==> src/rtl/wr_side_level_ctrl.sv <==
// wr_side_level_ctrl: write-domain pointer, read-pointer synchroniser and fill/flag generation for an async FIFO
module wr_side_level_ctrl #(
   parameter int PTR_WIDTH   = 5,
   parameter int SYNC_STAGES = 2
) (
   input  logic                 wr_clk_i,
   input  logic                 rst_i,
   input  logic                 wr_en_i,
   input  logic [PTR_WIDTH:0]   rptr_gray_async_i,
   input  logic [PTR_WIDTH:0]   af_thresh_i,
   input  logic                 ovf_clr_i,
   input  logic                 wm_clr_i,
   output logic                 wr_push_o,
   output logic [PTR_WIDTH-1:0] waddr_o,
   output logic [PTR_WIDTH:0]   wptr_bin_o,
   output logic [PTR_WIDTH:0]   wptr_gray_o,
   output logic [PTR_WIDTH:0]   wr_cnt_o,
   output logic                 full_o,
   output logic                 almost_full_o,
   output logic                 ovf_o,
   output logic [PTR_WIDTH:0]   wm_o
);
   localparam int W = PTR_WIDTH + 1;
   logic [W-1:0] sync [SYNC_STAGES];
   logic [W-1:0] rg_s, rbin, wbin_n, wgray_n, cnt_n;
   assign rg_s = sync[SYNC_STAGES-1];
   for (genvar g = 0; g < W; g++) begin : g_g2b
      assign rbin[g] = ^(rg_s >> g);
   end
   assign wr_push_o = wr_en_i & ~full_o;
   assign waddr_o   = wptr_bin_o[PTR_WIDTH-1:0];
   assign wbin_n    = wptr_bin_o + W'(wr_push_o);
   assign wgray_n   = wbin_n ^ (wbin_n >> 1);
   assign cnt_n     = wbin_n - rbin;
   always_ff @(posedge wr_clk_i or posedge rst_i) begin
      if (rst_i) begin
         for (int i = 0; i < SYNC_STAGES; i++) sync[i] <= '0;
         wptr_bin_o    <= '0;
         wptr_gray_o   <= '0;
         wr_cnt_o      <= '0;
         full_o        <= 1'b0;
         almost_full_o <= 1'b0;
         ovf_o         <= 1'b0;
         wm_o          <= '0;
      end else begin
         sync[0] <= rptr_gray_async_i;
         for (int i = 1; i < SYNC_STAGES; i++) sync[i] <= sync[i-1];
         wptr_bin_o    <= wbin_n;
         wptr_gray_o   <= wgray_n;
         wr_cnt_o      <= cnt_n;
         full_o        <= wgray_n == {~rg_s[W-1:W-2], rg_s[W-3:0]};
         almost_full_o <= (af_thresh_i != '0) && (cnt_n >= af_thresh_i);
         // a blocked write outranks a same-cycle clear so no overflow is lost
         ovf_o         <= (wr_en_i & full_o) | (ovf_o & ~ovf_clr_i);
         wm_o          <= (wm_clr_i || cnt_n > wm_o) ? cnt_n : wm_o;
      end
   end
endmodule

==> config.mk <==
export PLATFORM = sky130hd
export DESIGN_NAME = wr_side_level_ctrl
export DESIGN_NICKNAME = d
export VERILOG_FILES = /design/src/rtl/wr_side_level_ctrl.sv
export SDC_FILE = /design/constraint.sdc
export NUM_CORES = 1
export LEC_CHECK = 0
export CAP_MARGIN = 20
export CORE_AREA = 2 2 70 72
export DETAILED_ROUTE_END_ITERATION = 16
export DIE_AREA = 0 0 72 74
export GPL_ROUTABILITY_DRIVEN = 0
export PLACE_DENSITY = 0.73
export SYNTH_ARGS = -nofsm -noshare
export SYNTH_HDL_FRONTEND = slang
export SYNTH_SLANG_ARGS = --single-unit
==> constraint.sdc <==
create_clock -name wr_clk_i -period 4.1 [get_ports wr_clk_i]
set_clock_uncertainty 0.1 [all_clocks]
set_input_delay 0.82 -clock wr_clk_i [delete_from_list [all_inputs] [get_ports wr_clk_i]]
set_output_delay 0.82 -clock wr_clk_i [all_outputs]
set_load 0.02 [all_outputs]
==> impl_metrics.json <==
{
  "first_pass_iters": 4,
  "synth_area_sq_um": 1920,
  "arrival_ns": 4.04,
  "finalHoldViolations": 0,
  "track_usage": 0.157,
  "ys_ff_latch": 38,
  "grt_pass1_vias": 1412,
  "reg2reg_from": "rg_s[4]$_DFF_PP0_",
  "cpMostUsedCell": "xor2_2",
  "status": "finished, final reports clean",
  "ys_seq_area_frac": 0.495,
  "ant_nets": 0,
  "cts_tree": "yes",
  "grt_max_degree": 39,
  "clk_path_buf_depth": 2,
  "cts-hold-fix-buffers": 0,
  "yosysTopAreaCell": "dfrtp_1",
  "cpLargestDelayFamily": "XOR/XNOR gates",
  "slew_viol_final": 0,
  "io_pins": 50,
  "cts_htree_levels": 2,
  "dpl.hpwl_um": 2850,
  "cts.clk_slew.worst_paths_ns": 0.07,
  "drc": 0,
  "layout.nets": 271,
  "fillers": 357,
  "slowest_delay_ns": 0.41,
  "finalInstanceArea_sq_um": 2860,
  "numCtsBuffers": 5,
  "std_cell_rows": 25,
  "final_cells": 289,
  "cts_sinks": 38,
  "rsz0062_at_grt": "yes",
  "drt_iter0_markers": 42,
  "final_util": 0.622,
  "synth_edf_count": 0,
  "coreArea_sq_um": 4600,
  "max_clock_freq_mhz": 252,
  "min_path_type": "register to register",
  "layout-drive-gt1-share": 0.285,
  "syn_avg_cell_area_sq_um": 12.1,
  "required_ns": 4.18,
  "fin_crit_sh": 0.967,
  "max_cap_violations": 0,
  "tns_ns": 0,
  "yosys_warnings": 0,
  "syn_inst": 158,
  "holdPathStages": 0,
  "crit_slowest_cell": "dfrtp_1",
  "holdPathEnd": "rg_s[2]$_DFF_PP0_",
  "hp-start": "sync[8]$_DFF_PP0_",
  "place_inst": 276,
  "finalSetupViolCount": 0,
  "critPathLaunchType": "register",
  "area.sequential_sq_um": 951,
  "postPlaceCellArea_sq_um": 2680,
  "worst-path-buf-inv": 1,
  "period_needed_ns": 3.97,
  "cp_max_fo": 6,
  "synth_async_sr_flop_share": 1.00,
  "yosysTopAreaCellShare": 0.495,
  "synth.area.top_cells": "dfrtp_1 (50%), ha_1 (12%), xnor2_1 (5.9%)",
  "reg2regPathDepth": 17,
  "die-area_sq_um": 5330,
  "dieWidth_um": 72,
  "multi_input_area_sq_um": 987,
  "slew_headroom": 0.691,
  "n_antenna_cell": 0,
  "synth_fp_nets": 194,
  "worst_slew_pin_slew_ns": 0.464,
  "rr_endpoint": "wm_o[4]$_DFFE_PP0P_",
  "start_util": 0.417,
  "gr-total-overflow": 0,
  "r2r_setup_slack_ns": 0.13,
  "area_delta_synth_final_pct": 49.0,
  "die_y_um": 74,
  "vias_per_cell": 4.62,
  "clk_latency_ns": 0.29,
  "antenna_found_initial": 0,
  "wl_um": 3730,
  "worstSetupPathType": "register to register",
  "vias": 1334,
  "synth_flop_cell": "dfrtp_1",
  "cp_cell_sequence": "xnor2_2 -> xor2_2 -> xor2_2 -> xor2_2 -> xnor2_1 -> ha_2 -> fa_2 -> inv_2 -> a221o_1 -> o21ai_2 -> xnor2_2 -> ha_4 -> a21oi_2 -> nand2_2 -> a2111oi_4 -> nor2_4 -> mux2_4",
  "wl_per_cell_um": 12.9,
  "yosys.cell_types.count": 34,
  "synth_common_cells": "dfrtp_1 (38), inv_1 (20), ha_1 (18)",
  "port_buffers": 49,
  "endpoint_kind": "register",
  "grt_first_pass_wirelength_um": 6230,
  "root_buffer": "clkbuf_8",
  "post-synth-top-count-cell": "dfrtp_1"
}
-- layout by cell type (no fill, tap or decap), types with 2 or more instances in the layout --
| master | instances |
|---|---|
| a21oi_1 | 3 |
| xnor2_1 | 12 |
| a21oi_2 | 3 |
| mux2_4 | 5 |
| xor2_2 | 4 |
| buf_4 | 28 |
| xor2_1 | 7 |
| xnor2_2 | 3 |
| nor3_1 | 2 |
| clkbuf_8 | 5 |
| nand2_1 | 6 |
| clkinv_2 | 2 |
| ha_4 | 4 |
| dfrtp_1 | 38 |
| o21ai_0 | 2 |
| inv_1 | 19 |
| ha_1 | 13 |
| nor2_4 | 2 |
| or4_1 | 2 |
| o21ai_1 | 2 |
| clkdlybuf4s50_1 | 48 |
| nand3_1 | 3 |
-- kinds of logic after synthesis --
kind of cell               after synthesis  share of synthesized area
DFF                                     38                      0.495
xor gates and xnor gates                27                      0.147
buffers and inverters                   27                     0.0665
and+or+nand+nor                         24                     0.0678
adders and majority gates               20                      0.134
AOI/OAI and AO/OA                       16                     0.0535
muxes                                    6                     0.0365
-- final cells by class --
| type | instances | share of cell area |
|---|---|---|
| Inverter | 20 | 0.0263 |
| Clock inverter | 2 | 0.00350 |
| Tap cell | 54 | 0.0236 |
| Multi-Input combinational cell | 93 | 0.345 |
| Clock buffer | 5 | 0.0241 |
| Sequential cell | 38 | 0.333 |
| Timing Repair Buffer | 77 | 0.245 |
-- state kept, by name, indices dropped and copies added (netlist names) --
| name | count |
|---|---|
| almost_full_o | 1 |
| full_o | 1 |
| ovf_o | 1 |
| rg_s | 6 |
| sync | 6 |
| wm_o | 6 |
| wptr_bin_o | 6 |
| wptr_gray_o | 5 |
| wr_cnt_o | 6 |
-- worst max-delay path by stage --
| stage | depth (start not counted) | slack (ns) | from | endpoint |
|---|---|---|---|---|
| 6_report | 17 | 0.13 | rg_s[4]$_DFF_PP0_ | wm_o[4]$_DFFE_PP0P_ |
| 5_1_grt | 17 | -0.08 | rg_s[4]$_DFF_PP0_ | wm_o[2]$_DFFE_PP0P_ |
| 4_1_cts | 17 | 0.06 | rg_s[5]$_DFF_PP0_ | wm_o[4]$_DFFE_PP0P_ |
| 2_1_floorplan | 17 | -0.002 | rg_s[4]$_DFF_PP0_ | wm_o[2]$_DFFE_PP0P_ |
| 3_5_place_dp | 17 | -0.38 | wr_en_i | wm_o[4]$_DFFE_PP0P_ |
| 3_3_place_gp | 17 | -0.31 | wr_en_i | wm_o[4]$_DFFE_PP0P_ |
-- worst register-to-register path, stage by stage (launching register included) --
cell       delay [ns]
dfrtp_1          0.41
xnor2_2          0.24
xor2_2           0.23
xor2_2           0.24
xor2_2           0.19
xnor2_1          0.14
ha_2             0.21
fa_2             0.21
inv_2            0.03
a221o_1          0.31
o21ai_2          0.09
xnor2_2          0.17
ha_4             0.25
a21oi_2          0.13
nand2_2          0.08
a2111oi_4        0.40
nor2_4           0.11
mux2_4           0.31
-- routing by layer --
metal  part of all wire  track usage
met1               0.44        0.193
met2               0.51        0.261
met3              0.038       0.0461
met4              0.014       0.0629
met5                  0            0
-- through the flow --
step / setup slack (ns) / hold WS [ns]
after floorplan: -0.00212 / 0.231
after global placement: -0.308 / 0.231
after detailed placement: -0.378 / 0.236
after CTS: 0.0612 / 0.251
after global routing: -0.0847 / 0.254
final: 0.135 / 0.249
-- what timing repair did --
item / 4_1_cts / 5_1_grt
pin swaps: 13 / 12
gates resized for setup: 6 / 6
setup endpoints to repair: 6 / 6
setup buffers: 2 / 4
Power is not shown: default switching activity piles up to over one toggle a cycle in this logic, so the estimate is an artifact.
==> variant 1, RTL diff (config.mk and constraints unchanged) <==
The parameter `PTR_WIDTH` goes from 5 to 3.
--- a/src/rtl/wr_side_level_ctrl.sv
+++ b/src/rtl/wr_side_level_ctrl.sv
@@ -1,6 +1,6 @@
 // wr_side_level_ctrl: write-domain pointer, read-pointer synchroniser and fill/flag generation for an async FIFO
 module wr_side_level_ctrl #(
-   parameter int PTR_WIDTH   = 5,
+   parameter int PTR_WIDTH   = 3,
    parameter int SYNC_STAGES = 2
 ) (
    input  logic                 wr_clk_i,
Interface: changed (7 resized); port bits go from 50 to 36. No check against the original RTL was run, so the function may have changed too.
==> variant 1 against the original RTL <==
Worst setup slack better by 100 ps. Sequential cell count decreased by 12. Area after synthesis decreased by 36%. Design area decreased by 40%. Register-to-register slack improved by 680 ps. Wire length down 45%. Highest routed layer unchanged. Largest cell class is now sequential cells.
==> variant 1: results (changes against the original RTL) <==
Parameter                              Value

Status
  Outcome    complete, no violations

CTS
  Clock input transition at the sequential cells of the worst setup and hold paths    80 ps
  Latest clock arrival within the worst-skew pair    260 ps (-30 ps)
  Number of buffers added by the clock tree synthesis step    3 (-2)
  Cell chosen for the clock root    sky130_fd_sc_hd__clkbuf_8
  Postcts setup bufs    0 (-2)
  Number of H-tree branching levels    1 (-1)
  Maximum buffer depth of the clock tree    2 (unchanged)

Global route
  Total track usage    8.52% (-7.1 points)
  Pin count of the biggest net entering global routing    27 (-31%)
  Initial antenna violation count    0 (unchanged)
  First-pass GRT wire length    3560 µm (-43%)
  Number of global-route vias before repair    805 (-43%)

Power
  VDD IR max    0.264 mV
  Pleak    0.792 nW

Logic synthesis
  Post-synth top flop    sky130_fd_sc_hd__dfrtp_1
  Commonest cells post-synth    26 x sky130_fd_sc_hd__dfrtp_1, 16 x sky130_fd_sc_hd__inv_1, 13 x sky130_fd_sc_hd__ha_1
  Number of nets produced by synthesis    127 (-35%)
  Top post-synthesis cells by area    sky130_fd_sc_hd__dfrtp_1 53%, sky130_fd_sc_hd__ha_1 13%, sky130_fd_sc_hd__xnor2_1 5.7%
  Share of the yosys chip area belonging to registers    53.3% (+3.7 points)
  Yosys warning count    0 (unchanged)
  Count of cell types in the netlist    22 (-35%)
  Share of synthesized registers carrying an async set or reset    100% (unchanged)

Placement
  Detailed placement HPWL    1700 µm (-40%)
  IO Port Bufs    35 (-29%)
  Placed Area    0.00164 mm² (-39%)

Cells and area
  Antenna diode count    0 (unchanged)
  Fraction of layout cells with a size suffix above 1    10.1% (-18 points)
  Final net count    168 (-38%)
  FILL cells    468 (+31%)

Worst setup path
  Category of cells accounting for the largest share of critical-path delay    adder cells
  Crit path max fanout    4 (-2)
  Depth of the worst register-to-register path    13 (-4)
  CP peak stage delay    420 ps
  Critical-path top delay cell    sky130_fd_sc_hd__clkdlybuf4s50_1

Route
  Sum of routed wire length over all layers    2040 µm (-45%)
  Violation count after the first detailed-routing iteration    34 (-19%)
  First drt pass iteration count    4 (unchanged)
  Mean number of vias per cell    4.03 (-13%)

Min path
  Worst hold path depth    0 (unchanged)
  Class of the tightest hold or removal check    flip-flop to flip-flop

STA
  Slew headroom    77.0% (+8.0 points)
[variant 1: changes by cell type in the layout (fill, tap and decap cells not counted), moves of 3 or more]
cell and delta:
sky130_fd_sc_hd__buf_4 -24, sky130_fd_sc_hd__clkdlybuf4s50_1 -13, sky130_fd_sc_hd__dfrtp_1 -12, sky130_fd_sc_hd__ha_4 -4
sky130_fd_sc_hd__inv_1 -3, sky130_fd_sc_hd__mux2_2 +3, sky130_fd_sc_hd__mux2_4 -5, sky130_fd_sc_hd__nand2_1 -4
sky130_fd_sc_hd__xnor2_1 -4, sky130_fd_sc_hd__xnor2_2 -3, sky130_fd_sc_hd__xor2_2 -3
[variant 1: area by class of cell]
| class | count | area, µm² | share of cell area, % |
|---|---|---|---|
| multi-input combinational | 54 | 487 | 28.4 |
| timing repair buffer | 40 | 408 | 23.8 |
| tap | 54 | 67.6 | 3.94 |
| sequential | 26 | 651 | 38.0 |
| inverter | 16 | 60.1 | 3.50 |
| clock buffer | 3 | 41.3 | 2.41 |
[variant 1: kinds of logic after synthesis]
kind of cell / count (synthesis) / share of synthesized area, %
simple gates: 10 / 4.20
compound gates: 11 / 5.23
flops: 26 / 53.3
mux: 4 / 3.59
fa+ha+maj: 14 / 15.0
xor+xnor: 15 / 11.4
buf+inv: 20 / 7.38
[variant 1: final timing paths]
path | start | end | slack (ps)
max | wr_en_i | wm_o[3] | 240
min | sync[5] | rg_s[1] | 250
max reg2reg | rg_s[3] | wm_o[3] | 810
min reg2reg | sync[5] | rg_s[1] | 250
max in group asynchronous | rst_i | wptr_bin_o[0] | 2910
min in group asynchronous | rst_i | sync[4] | 630
[variant 1: routing by layer]
metal | routed length, µm | part of all wire, % | track usage (%) | up-vias
li1 | - | - | - | 399
met1 | 965 | 47 | 11.3 | 346
met2 | 903 | 44 | 13.9 | 30
met3 | 159 | 7.8 | 2.98 | 2
met4 | 9 | 0.44 | 1.26 | 0
met5 | 0 | 0 | 0 | -
[variant 1: timing repair]
item	4_1_cts	5_1_grt
endpoints found under the hold margin	0	0
endpoints found under the setup margin	0	4
resized for setup	0	2
[variant 1: power breakdown]
part,total (mW),internal [mW],switching [mW]
logic,1.13,0.577,0.557
registers,0.411,0.359,0.0519
clock network,0.135,0.0656,0.0693
[variant 1: stage by stage]
stage	setup slack, ps	hold slack, ps	std cells
after floorplan	194	231	100
after global placement	20.5	236	189
after detailed placement	-144	235	189
after CTS	138	255	192
after global routing	37.1	271	193
final	236	253	193
==> variant 2, RTL diff (same settings) <==
Made on the original files. Register the input `af_thresh_i` before use, without a reset. The logic sees it one clock later. The other inputs are not delayed to match.
--- a/src/rtl/wr_side_level_ctrl.sv
+++ b/src/rtl/wr_side_level_ctrl.sv
@@ -21,6 +21,13 @@
    output logic [PTR_WIDTH:0]   wm_o
 );
    localparam int W = PTR_WIDTH + 1;
+
+   logic [PTR_WIDTH:0] af_thresh_q;
+
+   always_ff @(posedge wr_clk_i) begin
+      af_thresh_q <= af_thresh_i;
+   end
+
    logic [W-1:0] sync [SYNC_STAGES];
    logic [W-1:0] rg_s, rbin, wbin_n, wgray_n, cnt_n;
    assign rg_s = sync[SYNC_STAGES-1];
@@ -49,7 +56,7 @@
          wptr_gray_o   <= wgray_n;
          wr_cnt_o      <= cnt_n;
          full_o        <= wgray_n == {~rg_s[W-1:W-2], rg_s[W-3:0]};
-         almost_full_o <= (af_thresh_i != '0) && (cnt_n >= af_thresh_i);
+         almost_full_o <= (af_thresh_q != '0) && (cnt_n >= af_thresh_q);
          // a blocked write outranks a same-cycle clear so no overflow is lost
          ovf_o         <= (wr_en_i & full_o) | (ovf_o & ~ovf_clr_i);
          wm_o          <= (wm_clr_i || cnt_n > wm_o) ? cnt_n : wm_o;
Check against the original RTL: not equivalent (a bounded check fails within 4 cycles, from zero or initial values and one cycle with rst_i high).
==> variant 2 against the original RTL <==
The run now ends with setup timing left. Cell count increased by 4.5%. Sequential cell count increased by 6. Critical path depth increased by 2. Non-clock buffer count increased by 6. Area after synthesis increased by 6.3%. Design area increased by 7.1%. Hold slack improved by 2.0 ps. Worst setup slack got worse by 160 ps. Wire length increased by 10%. Highest routed layer unchanged.
Power is not shown: default switching activity piles up to over one toggle a cycle in this logic, so the estimate is an artifact.
==> variant 2: results (changes against the original RTL) <==
Parameter                              Value

Status
  Outcome    finished with violations
  Violated checks    setup timing

Global route
  Total track usage    17.1% (+1.5 points)
  First-pass GRT wire length    6580 µm (+5.5%)
  Pin count of the biggest net entering global routing    23 (-41%)
  Initial antenna violation count    0 (unchanged)
  Number of global-route vias before repair    1383 (-2.1%)

CTS
  Maximum buffer depth of the clock tree    2 (unchanged)
  Number of buffers added by the clock tree synthesis step    5 (unchanged)
  Latest clock arrival within the worst-skew pair    300 ps
  Number of H-tree branching levels    2 (unchanged)
  Cell chosen for the clock root    sky130_fd_sc_hd__clkbuf_8
  Clock input transition at the sequential cells of the worst setup and hold paths    80 ps

STA
  Worst setup margin    -22.7 ps (-157 ps)
  Post-Route Setup TNS    -60.1 ps (-60.1 ps)
  Setup Viol. Count Final    5 (+5)
  Slew headroom    56.5% (-13 points)

Worst setup path
  Category of cells accounting for the largest share of critical-path delay    XOR/XNOR gates
  Startpoint class of the critical path    flip-flop
  Depth of the worst register-to-register path    19 (+2)
  CP peak stage delay    410 ps (about the same)
  Capture instance of the worst register-to-register path    wm_o[4]
  Crit path max fanout    3 (-3)
  Worst path arrival time    4210 ps (+170 ps)
  Critical-path top delay cell    sky130_fd_sc_hd__dfrtp_1
  Crit end category    flip-flop
  Launch instance of the worst register-to-register path    rg_s[4]

Logic synthesis
  Top post-synthesis cells by area    sky130_fd_sc_hd__dfrtp_1 47%, sky130_fd_sc_hd__ha_1 11%, sky130_fd_sc_hd__dfxtp_1 5.9%
  Share of synthesized registers carrying an async set or reset    86.4% (-14 points)
  Commonest cells post-synth    38 x sky130_fd_sc_hd__dfrtp_1, 20 x sky130_fd_sc_hd__inv_1, 18 x sky130_fd_sc_hd__ha_1
  Number of nets produced by synthesis    200 (+3.1%)
  Share of the yosys chip area belonging to registers    52.5% (+3.0 points)
  Post-synth top flop    sky130_fd_sc_hd__dfrtp_1
  Yosys warning count    0 (unchanged)
  Count of cell types in the netlist    35 (+2.9%)

Route
  Violation count after the first detailed-routing iteration    37 (-12%)
  First drt pass iteration count    4 (unchanged)
  Average wire per standard cell    13.6 µm (+5.4%)
  Mean number of vias per cell    4.71 (+2.1%)

Placement
  IO Port Bufs    49 (unchanged)
  Detailed placement HPWL    3040 µm (+6.8%)
  Pre-CTS setup slack    -494 ps (-117 ps)

Cells and area
  Antenna diode count    0 (unchanged)
  Fraction of layout cells with a size suffix above 1    30.2% (+1.7 points)
  FILL cells    353 (-1.1%)
  Final net count    283 (+4.4%)

Min path
  Class of the tightest hold or removal check    flip-flop to flip-flop
variant 2: cell types whose count changed in the layout (fill, tap and decap cells not counted), sizes merged:
cell / before / now
clkinvlp: 0 / 1
bufinv: 0 / 1
clkinv: 2 / 1
dfxtp: 0 / 6
buf: 28 / 34
variant 2: stage by stage:
step,util (%),instances,cell area [µm²]
2_1_floorplan,-,164,2130
3_3_place_gp,61.0,283,2810
3_5_place_dp,61.0,283,2810
4_1_cts,65.4,300,3010
5_1_grt,66.6,302,3060
6_report,66.6,302,3060
variant 2: layout make-up:
class                      count  share of cell area (%)
clock buffer                   5                    2.25
inverter                      20                    2.45
timing repair buffer          83                    24.4
multi-input combinational     93                    32.3
tap                           54                    2.21
clock inverter                 3                    1.39
sequential                    44                    35.0
variant 2: layer usage:
| metal | share of wire (%) | global-route usage (%) | up-vias | routed length [µm] |
|---|---|---|---|---|
| li1 | - | - | 693 | - |
| met1 | 44 | 21.9 | 686 | 1800 |
| met2 | 50 | 28.1 | 37 | 2050 |
| met3 | 4.3 | 3.66 | 7 | 176 |
| met4 | 1.9 | 8.18 | 0 | 80 |
| met5 | 0 | 0 | - | 0 |
variant 2: how the worst min path moves through the flow:
| stage | endpoint | startpoint | depth (start not counted) | slack [ps] |
|---|---|---|---|---|
| after global placement | rg_s[5] | sync[11] | 0 | 230 |
| after detailed placement | rg_s[1] | sync[7] | 0 | 230 |
| final | rg_s[1] | sync[7] | 0 | 250 |
| after CTS | rg_s[1] | sync[7] | 0 | 250 |
| after global routing | rg_s[2] | sync[8] | 0 | 260 |
| after floorplan | rg_s[0] | sync[6] | 0 | 230 |
variant 2: repair_timing:
action                                  in CTS  in global routing
endpoints found under the setup margin       5                  6
buffers inserted                             9                  2
endpoints found under the hold margin        0                  0
gates resized for setup                      5                  9
hold buffers                                 0                  0
pin swaps                                   18                 10
gates cloned                                 0                  0
variant 2: logic make-up (layout without fill, tap and decap cells):
kind of cell / after synthesis / in the layout / share of synthesized area, %
compound gates: 16 / 16 / 5.03
simple gates: 24 / 24 / 6.38
mux: 6 / 6 / 3.44
xor+xnor: 27 / 27 / 13.8
flops: 44 / 44 / 52.5
fa+ha+maj: 20 / 20 / 12.6
buf+inv: 27 / 111 / 6.26
